$ cat src/rtl/multicycle_control.sv
// ---------------------------------------------------------------------------
// multicycle_control
//
// Control FSM for a multi-cycle MIPS datapath that has one memory and one
// ALU. It steps each instruction through FETCH / DECODE / execute / memory /
// writeback states. It supports R-type, addi, andi, lw, sw, beq, bne and j.
// Memory accesses wait for mem_ready. If a memory wait lasts too long, the
// FSM stops in a sticky FAULT state.
//
// Parameters
//   MEM_TIMEOUT  number of consecutive not-ready cycles in a memory wait
//                state before FAULT (0 = never time out)
//
// Ports
//   clk, reset            clock; synchronous active-high reset
//   opcode[5:0]           IR[31:26]
//   mem_ready             memory completes the current access this cycle
//   PCWrite .. Bne        single-bit datapath strobes (Moore, state decoded)
//   ALUSrcB[1:0]          00 rt, 01 const 4, 10 signext imm, 11 imm<<2
//   ALUOp[1:0]            00 add, 01 sub, 10 funct-decoded, 11 and
//   PCSource[1:0]         00 ALU result, 01 ALUOut, 10 jump target
//   state[3:0]            current FSM state encoding
//   instr_done            high while the last state of an instruction is active
//   illegal_op            high in DECODE when the opcode is undefined
//   fault                 sticky memory-timeout flag
//   seg_first..seg_fifth  active-low 7-segment digits, bit order gfedcba
//
// Build option
//   STATE_SEG_EN  when defined, the seg_* outputs show a short state name.
//                 The value is registered one cycle behind state.
//                 When undefined, all digits are tied blank.
// ---------------------------------------------------------------------------
module multicycle_control #(
    parameter int unsigned MEM_TIMEOUT = 15
) (
    input  logic       clk,
    input  logic       reset,
    input  logic [5:0] opcode,
    input  logic       mem_ready,
    output logic       PCWrite,
    output logic       PCWriteCond,
    output logic       IorD,
    output logic       MemRead,
    output logic       MemWrite,
    output logic       IRWrite,
    output logic       MemtoReg,
    output logic       RegDst,
    output logic       RegWrite,
    output logic       ALUSrcA,
    output logic       Bne,
    output logic [1:0] ALUSrcB,
    output logic [1:0] ALUOp,
    output logic [1:0] PCSource,
    output logic [3:0] state,
    output logic       instr_done,
    output logic       illegal_op,
    output logic       fault,
    output logic [6:0] seg_first,
    output logic [6:0] seg_second,
    output logic [6:0] seg_third,
    output logic [6:0] seg_fourth,
    output logic [6:0] seg_fifth
);

    typedef enum logic [3:0] {
        S_IDLE   = 4'd0,
        S_FETCH  = 4'd1,
        S_DECODE = 4'd2,
        S_MEMADR = 4'd3,
        S_MEMRD  = 4'd4,
        S_MEMWB  = 4'd5,
        S_MEMWR  = 4'd6,
        S_EXEC   = 4'd7,
        S_ALUWB  = 4'd8,
        S_IMMEX  = 4'd9,
        S_IMMWB  = 4'd10,
        S_BRANCH = 4'd11,
        S_JUMP   = 4'd12,
        S_FAULT  = 4'd15
    } state_t;

    localparam logic [5:0] OP_RTYPE = 6'b000000;
    localparam logic [5:0] OP_ADDI  = 6'b001000;
    localparam logic [5:0] OP_ANDI  = 6'b001100;
    localparam logic [5:0] OP_LW    = 6'b100011;
    localparam logic [5:0] OP_SW    = 6'b101011;
    localparam logic [5:0] OP_BEQ   = 6'b000100;
    localparam logic [5:0] OP_BNE   = 6'b000101;
    localparam logic [5:0] OP_J     = 6'b000010;

    // The counter only needs to reach MEM_TIMEOUT-1. It is cleared on the
    // cycle it would time out, so it never wraps.
    localparam int CNT_W = (MEM_TIMEOUT > 2) ? $clog2(MEM_TIMEOUT) : 1;
    localparam logic [CNT_W-1:0] CNT_LAST =
        (MEM_TIMEOUT > 0) ? CNT_W'(MEM_TIMEOUT - 1) : '0;

    state_t           r_state;
    state_t           w_state_next;
    logic [CNT_W-1:0] r_wait_cnt;
    logic [CNT_W-1:0] w_wait_cnt_next;
    logic             r_fault;
    logic             w_wait_state;
    logic             w_timeout;

    assign w_wait_state = (r_state == S_FETCH) || (r_state == S_MEMRD) ||
                          (r_state == S_MEMWR);

    // A ready memory on the last allowed cycle still advances normally.
    assign w_timeout = (MEM_TIMEOUT != 0) && w_wait_state && !mem_ready &&
                       (r_wait_cnt == CNT_LAST);

    // The counter counts only while the FSM stays in the same wait state.
    // Any state change or a ready memory restarts it from zero.
    always_comb begin
        w_wait_cnt_next = '0;
        if ((MEM_TIMEOUT != 0) && w_wait_state && !mem_ready &&
            (w_state_next == r_state))
            w_wait_cnt_next = r_wait_cnt + 1'b1;
    end

    always_ff @(posedge clk) begin
        if (reset) begin
            r_state    <= S_IDLE;
            r_wait_cnt <= '0;
            r_fault    <= 1'b0;
        end else begin
            r_state    <= w_state_next;
            r_wait_cnt <= w_wait_cnt_next;
            r_fault    <= r_fault | (w_state_next == S_FAULT);
        end
    end

    // Next-state and strobe decode
    always_comb begin
        w_state_next = r_state;
        PCWrite      = 1'b0;
        PCWriteCond  = 1'b0;
        IorD         = 1'b0;
        MemRead      = 1'b0;
        MemWrite     = 1'b0;
        IRWrite      = 1'b0;
        MemtoReg     = 1'b0;
        RegDst       = 1'b0;
        RegWrite     = 1'b0;
        ALUSrcA      = 1'b0;
        Bne          = 1'b0;
        ALUSrcB      = 2'b00;
        ALUOp        = 2'b00;
        PCSource     = 2'b00;
        instr_done   = 1'b0;
        illegal_op   = 1'b0;

        case (r_state)
            S_IDLE: w_state_next = S_FETCH;

            S_FETCH: begin
                MemRead = 1'b1;
                ALUSrcB = 2'b01;
                IRWrite = mem_ready;
                PCWrite = mem_ready;
                if (mem_ready)      w_state_next = S_DECODE;
                else if (w_timeout) w_state_next = S_FAULT;
            end

            S_DECODE: begin
                // The branch target is precomputed here, while the ALU is idle.
                ALUSrcB = 2'b11;
                case (opcode)
                    OP_RTYPE:        w_state_next = S_EXEC;
                    OP_ADDI, OP_ANDI: w_state_next = S_IMMEX;
                    OP_LW, OP_SW:    w_state_next = S_MEMADR;
                    OP_BEQ, OP_BNE:  w_state_next = S_BRANCH;
                    OP_J:            w_state_next = S_JUMP;
                    default: begin
                        w_state_next = S_FETCH;
                        illegal_op   = 1'b1;
                    end
                endcase
            end

            S_MEMADR: begin
                ALUSrcA = 1'b1;
                ALUSrcB = 2'b10;
                w_state_next = (opcode == OP_SW) ? S_MEMWR : S_MEMRD;
            end

            S_MEMRD: begin
                MemRead = 1'b1;
                IorD    = 1'b1;
                if (mem_ready)      w_state_next = S_MEMWB;
                else if (w_timeout) w_state_next = S_FAULT;
            end

            S_MEMWB: begin
                MemtoReg     = 1'b1;
                RegWrite     = 1'b1;
                instr_done   = 1'b1;
                w_state_next = S_FETCH;
            end

            S_MEMWR: begin
                MemWrite   = 1'b1;
                IorD       = 1'b1;
                instr_done = mem_ready;
                if (mem_ready)      w_state_next = S_FETCH;
                else if (w_timeout) w_state_next = S_FAULT;
            end

            S_EXEC: begin
                ALUSrcA      = 1'b1;
                ALUOp        = 2'b10;
                w_state_next = S_ALUWB;
            end

            S_ALUWB: begin
                RegDst       = 1'b1;
                RegWrite     = 1'b1;
                instr_done   = 1'b1;
                w_state_next = S_FETCH;
            end

            S_IMMEX: begin
                ALUSrcA      = 1'b1;
                ALUSrcB      = 2'b10;
                ALUOp        = (opcode == OP_ANDI) ? 2'b11 : 2'b00;
                w_state_next = S_IMMWB;
            end

            S_IMMWB: begin
                RegWrite     = 1'b1;
                instr_done   = 1'b1;
                w_state_next = S_FETCH;
            end

            S_BRANCH: begin
                // beq and bne differ only in opcode bit 0.
                ALUSrcA      = 1'b1;
                ALUOp        = 2'b01;
                PCWriteCond  = 1'b1;
                PCSource     = 2'b01;
                Bne          = opcode[0];
                instr_done   = 1'b1;
                w_state_next = S_FETCH;
            end

            S_JUMP: begin
                PCWrite      = 1'b1;
                PCSource     = 2'b10;
                instr_done   = 1'b1;
                w_state_next = S_FETCH;
            end

            S_FAULT: w_state_next = S_FAULT;

            default: w_state_next = S_IDLE;
        endcase
    end

    assign state = r_state;
    assign fault = r_fault;

`ifdef STATE_SEG_EN
    // Active-low glyphs, bit order gfedcba
    localparam logic [6:0] CH_BL = 7'b1111111;
    localparam logic [6:0] CH_A  = 7'b0001000;
    localparam logic [6:0] CH_b  = 7'b0000011;
    localparam logic [6:0] CH_C  = 7'b1000110;
    localparam logic [6:0] CH_d  = 7'b0100001;
    localparam logic [6:0] CH_E  = 7'b0000110;
    localparam logic [6:0] CH_F  = 7'b0001110;
    localparam logic [6:0] CH_h  = 7'b0001011;
    localparam logic [6:0] CH_I  = 7'b1111001;
    localparam logic [6:0] CH_J  = 7'b1100001;
    localparam logic [6:0] CH_L  = 7'b1000111;
    localparam logic [6:0] CH_P  = 7'b0001100;
    localparam logic [6:0] CH_r  = 7'b0101111;
    localparam logic [6:0] CH_S  = 7'b0010010;
    localparam logic [6:0] CH_t  = 7'b0000111;
    localparam logic [6:0] CH_U  = 7'b1000001;
    localparam logic [6:0] CH_X  = 7'b0001001;

    function automatic logic [34:0] seg_text(input state_t s);
        case (s)
            S_IDLE:   seg_text = {CH_I, CH_d, CH_L, CH_E, CH_BL};
            S_FETCH:  seg_text = {CH_F, CH_E, CH_t, CH_C, CH_h};
            S_DECODE: seg_text = {CH_d, CH_E, CH_C, CH_BL, CH_BL};
            S_MEMADR: seg_text = {CH_A, CH_d, CH_d, CH_r, CH_BL};
            S_MEMRD:  seg_text = {CH_r, CH_d, CH_BL, CH_BL, CH_BL};
            S_MEMWB:  seg_text = {CH_L, CH_d, CH_b, CH_BL, CH_BL};
            S_MEMWR:  seg_text = {CH_S, CH_t, CH_BL, CH_BL, CH_BL};
            S_EXEC:   seg_text = {CH_E, CH_X, CH_E, CH_BL, CH_BL};
            S_ALUWB:  seg_text = {CH_A, CH_L, CH_U, CH_b, CH_BL};
            S_IMMEX:  seg_text = {CH_I, CH_E, CH_X, CH_BL, CH_BL};
            S_IMMWB:  seg_text = {CH_I, CH_b, CH_BL, CH_BL, CH_BL};
            S_BRANCH: seg_text = {CH_b, CH_r, CH_BL, CH_BL, CH_BL};
            S_JUMP:   seg_text = {CH_J, CH_P, CH_BL, CH_BL, CH_BL};
            S_FAULT:  seg_text = {CH_F, CH_A, CH_U, CH_L, CH_t};
            default:  seg_text = {5{CH_BL}};
        endcase
    endfunction

    logic [34:0] r_seg;

    always_ff @(posedge clk) begin
        if (reset) r_seg <= {35{1'b1}};
        else       r_seg <= seg_text(r_state);
    end

    assign {seg_first, seg_second, seg_third, seg_fourth, seg_fifth} = r_seg;
`else
    assign seg_first  = 7'b1111111;
    assign seg_second = 7'b1111111;
    assign seg_third  = 7'b1111111;
    assign seg_fourth = 7'b1111111;
    assign seg_fifth  = 7'b1111111;
`endif

endmodule

$ cat config.mk
export PLATFORM = sky130hd
export DESIGN_NAME = multicycle_control
export DESIGN_NICKNAME = d
export VERILOG_FILES = /design/src/rtl/multicycle_control.sv
export SDC_FILE = /design/constraint.sdc
export NUM_CORES = 1
export LEC_CHECK = 0
export ABC_AREA = 1
export ABC_CLOCK_PERIOD_IN_PS = 1400
export BUFFER_PORTS_ARGS = -buffer_cell sky130_fd_sc_hd__buf_4
export CORE_MARGIN = 1
export CORE_UTILIZATION = 35
export CTS_CLUSTER_SIZE = 16
export DETAILED_ROUTE_END_ITERATION = 7
export MAX_ROUTING_LAYER = met4
export PLACE_DENSITY_LB_ADDON = 0.15
export SLEW_MARGIN = 20
export SYNTH_ARGS = -nofsm -noshare
export SYNTH_HDL_FRONTEND = slang
export SYNTH_SLANG_ARGS = --single-unit
$ cat constraint.sdc
create_clock -name clk -period 1.4 [get_ports clk]
set_input_delay 0.28 -clock clk [delete_from_list [all_inputs] [get_ports clk]]
set_output_delay 0.28 -clock clk [all_outputs]
set_load 0.01 [all_outputs]
==> run metrics <==
status=complete, but fails checks; failing checks=negative setup slack; ANT cells=0; Final Cycle Share=114%; setup tns final=-3.46 ns; Final setup violation count=27; Data required, critical path=1.12 ns; Initial Utilization=36.8%; Slowest cell on crit path=dfxtp_4; die area=3410 µm²; Avg Vias per Cell=4.32; crit path buf inv count=3; initial antenna violation count=0; cell with the most instances after synthesis=nand2_1; initial drt markers=55; Post-synth top flop=dfxtp_1; Peak VDD IR=0.435 mV; CTS tree=built; max_cap viols=0; sequential power share=28.9%; Layout Nets=277; Int Pwr=0.606 mW; number of synthesized flops with an enable pin=0; largest net degree at the start of global routing=8; share of layout cells above drive strength 1=55.5%; sw frac=40.7%; clk buf depth=2; fin. max-slew vios=0; startpoint types=flip-flop; Leak=1.10 nW; crit path from=state[1]; Clock Skew=0.00464 ns; number of I/O pins=68; Routed Antenna Nets=0; ys async rst share=0%; PortBufs=32; Cell Area, Placed=1450 µm²; DP HPWL=2100 µm; crit-path max cell delay=0.37 ns; Yosys cell types=26; gpl congestion=0.880; register area share after synthesis=16.2%; synthesized instance count=187; clk sinks=9; total number of yosys warnings=0; # DRC=0; Hold Path Class=in -> reg; final worst setup slack=-0.202 ns; Mapped Avg Cell Area=5.95 µm²; dpl ws=-0.152 ns; Final Critical Period=1.60 ns; placed cells=284; Cell Rows=20; Synth Register Bits=9; arrival time at the worst endpoint=1.32 ns; RSZ-0062 raised after global routing=yes; H-Tree Depth=1; WL final=3410 µm; Logic pwr share=51.6%; Area Overhead vs Synth=74.2%; hold path startpoint=reset; Crit Path Max Fanout=5; Setup crit end kind=output pin; Worst-Skew Late Latency=0.26 ns; Worst Setup Path Type=reg -> out; CTS Hold Bufs=0; clock transition at the registers of the reported paths=0.06 ns; Final Hold Fails=0; Most common cell on crit path=buf_4; vias in the first global route=1111; most frequent cells after synthesis=nand2_1, buf_4, nor2_1; Clock Root Buffer=clkbuf_4; CTS Buf Count=3; Cell Area, Synth=1110 µm²; top cell type's share of synthesized area=23.6%; Non-Filler Cell Area, Final=1940 µm²; reg-to-reg startpoint=state[1]; cell taking the most area after synthesis=buf_4; fmax=624 MHz; Area contributors post-synth=buf_4, dfxtp_1, nand2_1; drt first pass iters=5; Clk network pwr share=19.5%; CP delay by family, top=buffers and inverters; power per cell area=527 nW/µm²; gr usage total=18.7%; CP cell instances=buf_6, nor2_4, buf_4, nand2_2, nand3_2, buf_4; Core ar.=3030 µm²; WL/cell=11.0 µm; DR vias=1335; Die H=58.4 µm; global-route wire length before repair=4820 µm; Net Sw Power=0.416 mW; remaining global-route overflow=0; Die W=58.4 µm; post-route insts no fill=309
## power by group through the flow
| stage | logic [mW] | clock network, mW | registers (mW) |
|---|---|---|---|
| after CTS | 0.427 | 0.203 | 0.292 |
| after global placement | 0.355 | 0 | 0.295 |
| after global routing | 0.562 | 0.219 | 0.298 |
| after floorplan | 0.284 | 0 | 0.289 |
| final | 0.527 | 0.199 | 0.296 |
| after detailed placement | 0.353 | 0 | 0.295 |
## cell type report
type / count / area [µm²]
tap: 44 / 55.1
inverter: 24 / 100
clock buffer: 4 / 26.3
timing repair buffer: 76 / 627
multi-input combinational: 152 / 936
sequential: 9 / 195
fill: 265 / 1090
## path summary, 6_finish.rpt
| check | end | slack (ns) | cells after the start |
|---|---|---|---|
| setup / recovery | ALUSrcB[1] | -0.20 | 6 |
| setup reg to reg | r_wait_cnt[2] | -0.14 | 10 |
| hold / removal | state[1] | 0.22 | 2 |
| hold reg to reg | fault | 0.47 | 2 |
## routing by layer
layer	GRT usage (%)	routed length, µm	part of all wire, %
met2	29.7	1690	50
met1	22.7	1420	42
met5	-	0	0
met3	3.30	195	5.7
met4	9.52	98	2.9
## metrics by stage
step | util (%) | power [mW] | hold slack (ns)
2_1_floorplan | - | 0.573 | 0.341
3_3_place_gp | 47.9 | 0.650 | 0.473
3_5_place_dp | 47.9 | 0.648 | 0.455
4_1_cts | 55.5 | 0.922 | 0.220
5_1_grt | 64.0 | 1.08 | 0.216
6_report | 64.0 | 1.02 | 0.217
## layout by cell type (no fill, tap or decap), drive strengths merged, types with 4 or more instances in the layout
cell,n
a21oi,6
nand3,15
nor2,39
o21ai,4
conb,35
buf,76
nand2,43
clkbuf,4
inv,24
dfxtp,9
## flip-flops by register name (all words and copies together) (netlist names)
| register | count |
|---|---|
| state | 4 |
| r_wait_cnt | 4 |
| fault | 1 |
## repair_timing
item	CTS	global route
gates cloned	0	0
pin swaps	16	17
gates resized for setup	40	51
endpoints found under the setup margin	25	28
buffers inserted	11	10
## cells by family (layout without fill, tap and decap cells)
family	count (synthesis)	in the layout	share of synthesized area, %
simple gates	101	101	40.9
flops	9	9	16.2
xor+xnor	2	2	1.57
compound gates	12	12	6.07
buf+inv	60	104	32.7
other cells	1	35	0.337
fa+ha+maj	2	2	2.25
(Power assumes the default switching activity.)
